**src/rtl/riscv_pkg.sv**
```systemverilog
// Shared RISC-V datapath definitions.
// Access-size encodings and memory-stage FSM states.
package riscv_pkg;

  localparam int XLEN = 32;

  localparam logic [2:0] F3_B  = 3'b000;
  localparam logic [2:0] F3_H  = 3'b001;
  localparam logic [2:0] F3_W  = 3'b010;
  localparam logic [2:0] F3_BU = 3'b100;
  localparam logic [2:0] F3_HU = 3'b101;

  typedef enum logic {
    MEM_IDLE,
    MEM_WAIT_RSP
  } mem_state_e;

endpackage

```
**src/rtl/load_store_align.sv**
```systemverilog
// Byte-lane steering for stores and load-data extraction.
// Undefined sizes fall through to word behaviour.
module load_store_align #(
  parameter int XLEN = riscv_pkg::XLEN
) (
  input  logic [2:0]      funct3,
  input  logic [1:0]      addr_lo,
  input  logic [XLEN-1:0] rs2_data,
  input  logic [XLEN-1:0] rdata,
  output logic [3:0]      be,
  output logic [XLEN-1:0] wdata,
  output logic [XLEN-1:0] load_data,
  output logic            misalign
);
  import riscv_pkg::*;

  logic        is_b;
  logic        is_h;
  logic        sext;
  logic [7:0]  byte_sel;
  logic [15:0] half_sel;

  assign is_b = (funct3 == F3_B) || (funct3 == F3_BU);
  assign is_h = (funct3 == F3_H) || (funct3 == F3_HU);
  assign sext = ~funct3[2];

  assign byte_sel = rdata[{addr_lo, 3'b000} +: 8];
  assign half_sel = addr_lo[1] ? rdata[31:16]
                               : rdata[15:0];

  // Lane enables, replicated store data, extended load data
  always_comb begin
    be        = 4'b1111;
    wdata     = rs2_data;
    load_data = rdata;
    misalign  = 1'b0;
    unique case (1'b1)
      is_b: begin
        be        = 4'b0001 << addr_lo;
        wdata     = {4{rs2_data[7:0]}};
        load_data = {{(XLEN-8){sext & byte_sel[7]}},
                     byte_sel};
      end
      is_h: begin
        be        = 4'b0011 << addr_lo;
        wdata     = {2{rs2_data[15:0]}};
        load_data = {{(XLEN-16){sext & half_sel[15]}},
                     half_sel};
        misalign  = addr_lo[0];
      end
      default: begin
        misalign = |addr_lo;
      end
    endcase
  end

endmodule

```
**src/rtl/mem_wb_stage.sv**
```systemverilog
// Memory stage and MEM/WB pipeline register.
// Drives a valid/ready data port and stalls the front end.
module mem_wb_stage #(
  parameter int XLEN   = riscv_pkg::XLEN,
  parameter int ADDR_W = 32
) (
  input  logic              clk,
  input  logic              rst,
  input  logic              EX_MEM_valid,
  input  logic [4:0]        EX_MEM_Rd,
  input  logic              EX_MEM_RegWrite,
  input  logic              EX_MEM_MemRead,
  input  logic              EX_MEM_MemWrite,
  input  logic              EX_MEM_MemtoReg,
  input  logic [2:0]        EX_MEM_funct3,
  input  logic [XLEN-1:0]   EX_MEM_ALU_result,
  input  logic [XLEN-1:0]   EX_MEM_rs2_data,
  output logic              dmem_req,
  output logic              dmem_we,
  output logic [ADDR_W-1:0] dmem_addr,
  output logic [XLEN-1:0]   dmem_wdata,
  output logic [3:0]        dmem_be,
  input  logic              dmem_ready,
  input  logic              dmem_rvalid,
  input  logic [XLEN-1:0]   dmem_rdata,
  output logic              mem_stall,
  output logic              MEM_WB_valid,
  output logic [4:0]        MEM_WB_Rd,
  output logic              MEM_WB_RegWrite,
  output logic [XLEN-1:0]   MEM_WB_wdata,
  output logic              MEM_WB_misalign
);
  import riscv_pkg::*;

  mem_state_e      state_q, state_d;
  logic [1:0]      lo_q, lo_d;
  logic [2:0]      f3_q, f3_d;
  logic            in_wait;
  logic [2:0]      al_f3;
  logic [1:0]      al_lo;
  logic [3:0]      al_be;
  logic [XLEN-1:0] al_wdata;
  logic [XLEN-1:0] al_ldata;
  logic            al_mis;
  logic            is_mem;
  logic            mis;
  logic            access;
  logic            req;
  logic            complete;

  logic            wb_valid_q;
  logic [4:0]      wb_rd_q;
  logic            wb_rw_q;
  logic [XLEN-1:0] wb_wdata_q;
  logic            wb_mis_q;

  assign in_wait = (state_q == MEM_WAIT_RSP);
  assign al_f3   = in_wait ? f3_q
                           : EX_MEM_funct3;
  assign al_lo   = in_wait ? lo_q
                           : EX_MEM_ALU_result[1:0];

  load_store_align #(.XLEN(XLEN)) u_align (
    .funct3    (al_f3),
    .addr_lo   (al_lo),
    .rs2_data  (EX_MEM_rs2_data),
    .rdata     (dmem_rdata),
    .be        (al_be),
    .wdata     (al_wdata),
    .load_data (al_ldata),
    .misalign  (al_mis)
  );

  assign is_mem = EX_MEM_valid
                & (EX_MEM_MemRead | EX_MEM_MemWrite);
  assign mis    = is_mem & al_mis;
  assign access = is_mem & ~al_mis;

  assign dmem_req   = rst & req;
  assign dmem_we    = EX_MEM_MemWrite;
  assign dmem_addr  = {EX_MEM_ALU_result[ADDR_W-1:2],
                       2'b00};
  assign dmem_wdata = al_wdata;
  assign dmem_be    = EX_MEM_MemWrite ? al_be
                                      : 4'b1111;
  assign mem_stall  = rst & access & ~complete;

  // Request/response sequencing and load context capture
  always_comb begin
    state_d  = state_q;
    lo_d     = lo_q;
    f3_d     = f3_q;
    req      = 1'b0;
    complete = 1'b0;
    unique case (state_q)
      MEM_IDLE: begin
        req = access;
        if (access && dmem_ready) begin
          if (EX_MEM_MemWrite) begin
            complete = 1'b1;
          end else begin
            state_d = MEM_WAIT_RSP;
            lo_d    = EX_MEM_ALU_result[1:0];
            f3_d    = EX_MEM_funct3;
          end
        end
      end
      MEM_WAIT_RSP: begin
        if (dmem_rvalid) begin
          complete = 1'b1;
          state_d  = MEM_IDLE;
        end
      end
      default: state_d = MEM_IDLE;
    endcase
  end

  // FSM state and captured load context
  always_ff @(posedge clk or negedge rst) begin
    if (!rst) begin
      state_q <= MEM_IDLE;
      lo_q    <= 2'b00;
      f3_q    <= 3'b000;
    end else begin
      state_q <= state_d;
      lo_q    <= lo_d;
      f3_q    <= f3_d;
    end
  end

  // MEM/WB register: bubble while stalled
  always_ff @(posedge clk or negedge rst) begin
    if (!rst) begin
      wb_valid_q <= 1'b0;
      wb_rd_q    <= 5'd0;
      wb_rw_q    <= 1'b0;
      wb_wdata_q <= '0;
      wb_mis_q   <= 1'b0;
    end else if (mem_stall) begin
      wb_valid_q <= 1'b0;
      wb_rd_q    <= 5'd0;
      wb_rw_q    <= 1'b0;
      wb_wdata_q <= '0;
      wb_mis_q   <= 1'b0;
    end else begin
      wb_valid_q <= EX_MEM_valid;
      wb_rd_q    <= EX_MEM_Rd;
      wb_rw_q    <= EX_MEM_RegWrite
                  & EX_MEM_valid & ~mis;
      wb_wdata_q <= EX_MEM_MemtoReg ? al_ldata
                                    : EX_MEM_ALU_result;
      wb_mis_q   <= mis;
    end
  end

  assign MEM_WB_valid    = wb_valid_q;
  assign MEM_WB_Rd       = wb_rd_q;
  assign MEM_WB_RegWrite = wb_rw_q;
  assign MEM_WB_wdata    = wb_wdata_q;
  assign MEM_WB_misalign = wb_mis_q;

endmodule

```
**config.mk**
```make
export PLATFORM = sky130hd
export DESIGN_NAME = mem_wb_stage
export DESIGN_NICKNAME = d
export VERILOG_FILES = /design/src/rtl/riscv_pkg.sv /design/src/rtl/load_store_align.sv /design/src/rtl/mem_wb_stage.sv
export SDC_FILE = /design/constraint.sdc
export NUM_CORES = 1
export LEC_CHECK = 0
export ABC_AREA = 1
export CAP_MARGIN = 20
export CORE_MARGIN = 3
export CORE_UTILIZATION = 34
export CTS_BUF_LIST = sky130_fd_sc_hd__clkbuf_2
export CTS_CLUSTER_SIZE = 40
export DETAILED_ROUTE_END_ITERATION = 16
export GPL_TIMING_DRIVEN = 0
export PLACE_DENSITY = 0.79
export SLEW_MARGIN = 40
export SYNTH_ARGS = -nofsm -noshare
export SYNTH_HDL_FRONTEND = slang
export SYNTH_HIERARCHICAL = 1
export SYNTH_SLANG_ARGS = --single-unit
```
**constraint.sdc**
```tcl
create_clock -name clk -period 2.4 [get_ports clk]
set_clock_uncertainty 0.05 [all_clocks]
set_input_delay 0.48 -clock clk [delete_from_list [all_inputs] [get_ports clk]]
set_output_delay 0.48 -clock clk [all_outputs]
set_load 0.05 [all_outputs]
```
## Word-level counts from Yosys, hierarchy flattened

Cells that the tools add are included.

- Equal/unequal tests: 3
- Shifts and indexed selects: 3
- Mux-type cells: 23
- Bitwise gates (word level): 17
- Reductions and logical operators: 6

Operators by type and width:

| operator | number |
|---|---|
| one-hot mux 32 bit (2 select lines) | 2 |
| 2-to-1 mux 32 bit | 2 |
| indexed part select 32 x 6 -> 8 bit | 1 |
| 2-to-1 mux 16 bit | 1 |
| AND 1 bit | 10 |
| 2-to-1 mux 1 bit | 10 |
| one-hot mux 4 bit (2 select lines) | 1 |
| equality test 3 bit (second input constant) | 2 |
| NOT 1 bit | 6 |
| one-hot mux 1 bit (2 select lines) | 3 |
| 2-to-1 mux 5 bit | 1 |
| 2-to-1 mux 4 bit | 1 |
| left shift 1 x 2 -> 4 bit (first input constant) | 1 |
| left shift 2 x 2 -> 4 bit (first input constant) | 1 |
| equality test 3 x 1 -> 1 bit (second input constant) | 1 |
| logical NOT 3 bit | 1 |
| 2-to-1 mux 3 bit | 1 |
| AND reduction 3 bit | 1 |
| logical OR 1 bit | 2 |
| 2-to-1 mux 2 bit | 1 |
| OR reduction 2 bit | 1 |
| logical AND 1 bit | 1 |
| OR 1 bit | 1 |

- Register bits: 46
- Output and inout bits: 111
- Word-level logic and storage cells: 60

## Longest topological paths before layout

- Word-level depth: 12
- Mapped depth: 15
- Gate-level depth less buffers: 14

## Hierarchy

The synthesis kept the hierarchy.

By module, submodules not included:

| module | times used | cells an instance | area an instance (µm²) | seq. area each (µm²) |
|---|---|---|---|---|
| mem_wb_stage | 1 | 224 | 2239.6 | 1151.1 |
| load_store_align | 1 | 260 | 1207.4 | 0.0 |

## Worst setup path before layout

Ideal clock, no wire load.

- Path kind: reg2out
- From: register state_q, in the netlist in_wait
- To: output port dmem_req
- Arrival time: 2.051 ns
- Slack: -0.181 ns
- Cell stages (with the launch flop): 13
- Path through: dfrtp_1 -> buf_2 -> inv_1 -> nand2_1 -> nand2_1 -> inv_2 -> nand2_4 -> inv_4 -> nand2_1 -> a21oi_1 -> inv_1 -> nand4_2 -> nor2_1

- Longest elaborated chain between the ends: 8
- Elaborated cells on any way between the ends: 14

RTL lines:

| what | RTL line | source |
|---|---|---|
| start: declaration | mem_wb_stage.sv:35 | `mem_state_e state_q, state_d;` |
| start signal: assignment | mem_wb_stage.sv:125 | `state_q <= state_d;` |
| 2-to-1 mux 3 bit (*) | mem_wb_stage.sv:58 | `assign al_f3 = in_wait ? f3_q` |
| via al_f3[1] | mem_wb_stage.sv:39 | `logic [2:0] al_f3;` |
| equality test 3 x 1 -> 1 bit, or another cell as far along | load_store_align.sv:24 | `assign is_h = (funct3 == F3_H) \|\| (funct3 == F3_HU);` |
| logical OR 1 bit (on tied branches) | load_store_align.sv:24, load_store_align.sv:23 |  |
| one-hot mux 1 bit (2 select lines) (*) | load_store_align.sv:37 | `unique case (1'b1)` |
| via al_mis | mem_wb_stage.sv:44 | `logic al_mis;` |
| NOT 1 bit (*) | mem_wb_stage.sv:77 | `assign access = is_mem & ~al_mis;` |
| AND 1 bit (*) | mem_wb_stage.sv:77 |  |
| 2-to-1 mux 1 bit (*) | mem_wb_stage.sv:95 | `unique case (state_q)` |
| AND 1 bit (*) | mem_wb_stage.sv:79 | `assign dmem_req = rst & req;` |
| end: declaration | mem_wb_stage.sv:18 | `output logic dmem_req,` |

The timed path passes the listed nets; every way through them passes the cells marked *.

## Final worst setup path

- From: register state_q, in the netlist in_wait
- To: output port mem_stall

- Elaborated cells on any way between the ends: 19

RTL lines:

| what | RTL line | source |
|---|---|---|
| 2-to-1 mux 2 bit (*) | mem_wb_stage.sv:60 | `assign al_lo = in_wait ? lo_q` |
| via al_lo[1] | mem_wb_stage.sv:40 | `logic [1:0] al_lo;` |
| OR reduction 2 bit (*) | load_store_align.sv:52 | `misalign = \|addr_lo;` |
| one-hot mux 1 bit (2 select lines) (*) | load_store_align.sv:37 |  |
| via al_mis | mem_wb_stage.sv:44 |  |
| NOT 1 bit (*) | mem_wb_stage.sv:77 |  |
| AND 1 bit (*) | mem_wb_stage.sv:77 |  |
| logical AND 1 bit | mem_wb_stage.sv:98 | `if (access && dmem_ready) begin` |
| 2-to-1 mux 1 bit | mem_wb_stage.sv:98 |  |
| one-hot mux 1 bit (2 select lines) | mem_wb_stage.sv:95 |  |
| NOT 1 bit | mem_wb_stage.sv:86 | `assign mem_stall = rst & access & ~complete;` |
| AND 1 bit (*) | mem_wb_stage.sv:86 |  |
| end: declaration | mem_wb_stage.sv:26 | `output logic mem_stall,` |

Marks and branches as above.

==> impl_metrics.py <==
metrics = {
    "detailed_routing": {
        "vias_per_cell": 5.02,
        "vias": 4467,
        "drc": 0,
        "drt-initial-drc-count": 322,
        "ant_nets": 0,
        "postRouteWirelength_mm": 14.7,
        "dr.pass1.iters": 6,
        "routedWlPerCell_um": 16.6,
    },
    "cells_and_area": {
        "stdcell_count": 890,
        "drive_above_1_share_pct": 26.9,
        "final_nets": 869,
        "area_growth_pct": 94.8,
        "antenna_cells": 0,
        "final_area_sq_um": 6720,
        "fin_util_pct": 68.4,
    },
    "logic_synthesis": {
        "syn_area_sq_um": 3450,
        "synth_top_area_share_pct": 33.4,
        "synthArstFlopShare_pct": 100,
        "synth_area_leader_cell": "dfrtp_1",
        "synth_cell_types": 26,
        "ys.flop_type": "dfrtp_1",
        "synthCells": 484,
        "synth-seq-cells": 46,
        "yosysWarnings": 6,
        "yosysSeqAreaShare_pct": 33.4,
        "ys_top_cells_by_area": "dfrtp_1 33%, nand2_1 13%, buf_4 9.4%, mux2i_1 8.7%, nand3_1 7.1%",
        "synth_area_per_cell_sq_um": 7.12,
        "synth_edf_count": 0,
    },
    "setup_path": {
        "critPathArrivalTime_ns": 2.38,
        "reg2reg_depth": 11,
        "critPathLaunchType": "flop",
        "critPathMaxFanout": 6,
        "crit_path_end_kind": "primary output",
        "crit_start": "in_wait",
        "rr_startpoint": "in_wait",
        "crit_type": "reg2out",
        "worstPathRequired_ns": 1.87,
        "reg2reg_slack_ns": 0.12,
    },
    "floorplanning": {
        "die-width_um": 107,
        "core_sq_um": 9820,
        "die_h_um": 107,
        "start_util_pct": 35.1,
        "io_pins": 224,
        "die-area_sq_um": 11400,
        "fp-row-count": 36,
    },
    "clock_tree": {
        "cts_tree": "built",
        "numCtsBuffers": 5,
        "cts.sinks": 46,
        "clk_pin_slew_ns": 0.25,
        "cts_root_buf": "clkbuf_2",
        "htree_levels": 2,
        "clock_path_buffers": 2,
        "clock_latency_ns": 0.42,
    },
    "sta": {
        "worstMarginPinSlew_ns": 0.526,
        "finalHoldViolations": 0,
        "worst_slack_ns": -0.507,
        "slew_viol_final": 0,
        "setup_viol": 29,
        "min_period_ns": 2.91,
        "rsz0062_at_grt": "true",
        "fin_crit_sh_pct": 121,
        "fin_setup_tns_ns": -7.96,
        "max_freq_mhz": 344,
        "maxSlewHeadroom_pct": 64.8,
    },
    "status": {
        "violations": "setup timing",
        "run_status": "complete, but fails checks",
    },
    "global_routing": {
        "first_global_vias": 4336,
        "grt_overflow_total": 0,
        "grt_max_degree": 30,
        "grt_usage_pct": 24.3,
        "grt_pass1_wl_mm": 21.9,
        "antenna_found_initial": 0,
    },
    "hold_path": {
        "min_from": "EX_MEM_MemtoReg",
        "hold_depth": 3,
        "hold_path_class": "in2reg",
    },
    "power_and_ir_drop": {
        "power_density_nw_per_um2": 533,
        "vdd_drop_max_uv": 250,
        "leakage_uw": 0.00341,
    },
    "placement": {
        "postPlaceCellArea_sq_um": 5860,
        "portBuffers": 220,
        "placed_cells": 839,
        "place_congestion": 0.917,
        "dpl.hpwl_mm": 11.0,
    },
    "flow_run": {
        "maxCapViolCount": 0,
    },
}
## synthesized netlist by cell type (3+ instances only)
| library cell | instances |
|---|---|
| mux2i_1 | 30 |
| or2_2 | 4 |
| dfrtp_1 | 46 |
| o211ai_1 | 3 |
| nor2_1 | 54 |
| nand3_1 | 49 |
| nor2_2 | 7 |
| o21ai_0 | 32 |
| inv_1 | 26 |
| o21ai_1 | 4 |
| a21oi_1 | 18 |
| buf_2 | 15 |
| clkbuf_1 | 3 |
| inv_2 | 3 |
| buf_6 | 7 |
| nand2_1 | 123 |
| nor3_1 | 7 |
| buf_4 | 43 |
## where the power goes
part | internal (uW) | leakage, uW | total, uW | switching, uW
clock network | 277 | 0.0000506 | 539 | 262
logic | 858 | 0.00279 | 2120 | 1260
registers | 880 | 0.000566 | 921 | 41.4
## layer usage
| metal | global-route usage [%] | wire length, um | up-vias |
|---|---|---|---|
| met5 | 0 | 0 | - |
| met4 | 9.41 | 645 | 0 |
| met3 | 6.74 | 1580 | 58 |
| met2 | 44.2 | 7450 | 297 |
| met1 | 26.7 | 5080 | 2041 |
| li1 | - | - | 2071 |
## per-stage QoR
step                      total power [uW]  hold slack, ns  setup WS (ns)
final                                 3580           0.377         -0.507
after global routing                  3730           0.376         -0.635
after CTS                             3440           0.364         -0.517
after detailed placement              2770           0.324          -1.68
after global placement                2740           0.406          -2.33
after floorplan                       2070           0.134        -0.0241
## registers in the layout (all words and copies together), names as in the netlist
register         flops
in_wait              1
MEM_WB_valid         1
MEM_WB_wdata        32
lo_q                 2
f3_q                 3
MEM_WB_Rd            5
MEM_WB_misalign      1
MEM_WB_RegWrite      1
## cell type report
| type | instances | area (sq um) |
|---|---|---|
| Tap cell | 133 | 166 |
| Clock inverter | 3 | 63.8 |
| Sequential cell | 46 | 1150 |
| Buffer | 66 | 578 |
| Multi-Input combinational cell | 341 | 1940 |
| Inverter | 30 | 135 |
| Clock buffer | 5 | 25.0 |
| Timing Repair Buffer | 266 | 2660 |
| Fill cell | 803 | 3100 |
## what timing repair did
action | 4_1_cts | 5_1_grt
gates resized for setup | 291 | 71
pin swaps | 6 | 18
cloned | 1 | 0
hold endpoints to repair | 17 | 0
setup endpoints to repair | 96 | 66
hold buffers | 2 | 0
buffers inserted | 18 | 25
## placed cells by master, fill, tap and decap left out, drive strengths merged
master / n
nand4: 3
o211ai: 3
dlymetal6s2s: 12
mux2i: 30
nor2: 62
conb: 2
nand2: 125
nor3: 7
buf: 141
a21oi: 18
dlygate4sd2: 28
inv: 30
bufinv: 2
clkdlybuf4s50: 149
dlygate4sd3: 1
clkbuf: 6
nand3: 50
o21ai: 36
o21bai: 1
dfrtp: 46
clkinv: 1
or2: 4
## critical path: stages (launching register included)
cell	delay, ns
dfrtp_1	0.47
buf_6	0.16
buf_4	0.14
o21ai_4	0.22
nor2_4	0.10
a21oi_4	0.16
inv_2	0.07
nand4_1	0.09
o21bai_2	0.09
nor2_4	0.17
buf_6	0.13
buf_8	0.13
## cells by family (layout without fill, tap and decap cells)
kind of cell / count (synthesis) / in the layout / synth area share (%)
DFF: 46 / 46 / 33.4
muxes: 30 / 30 / 8.71
buffers and inverters: 98 / 370 / 17.5
and+or+nand+nor: 251 / 251 / 31.6
other: 1 / 2 / 0.109
AOI/OAI and AO/OA: 58 / 58 / 8.71
## worst paths after layout
kind                               endpoint
hold reg to reg                     f3_q[0]
max in group asynchronous   MEM_WB_wdata[3]
setup / recovery                  mem_stall
setup reg to reg           MEM_WB_wdata[15]
hold / removal              MEM_WB_wdata[2]
min in group asynchronous  MEM_WB_wdata[20]
No activity file was read; power rests on OpenSTA's default activity.
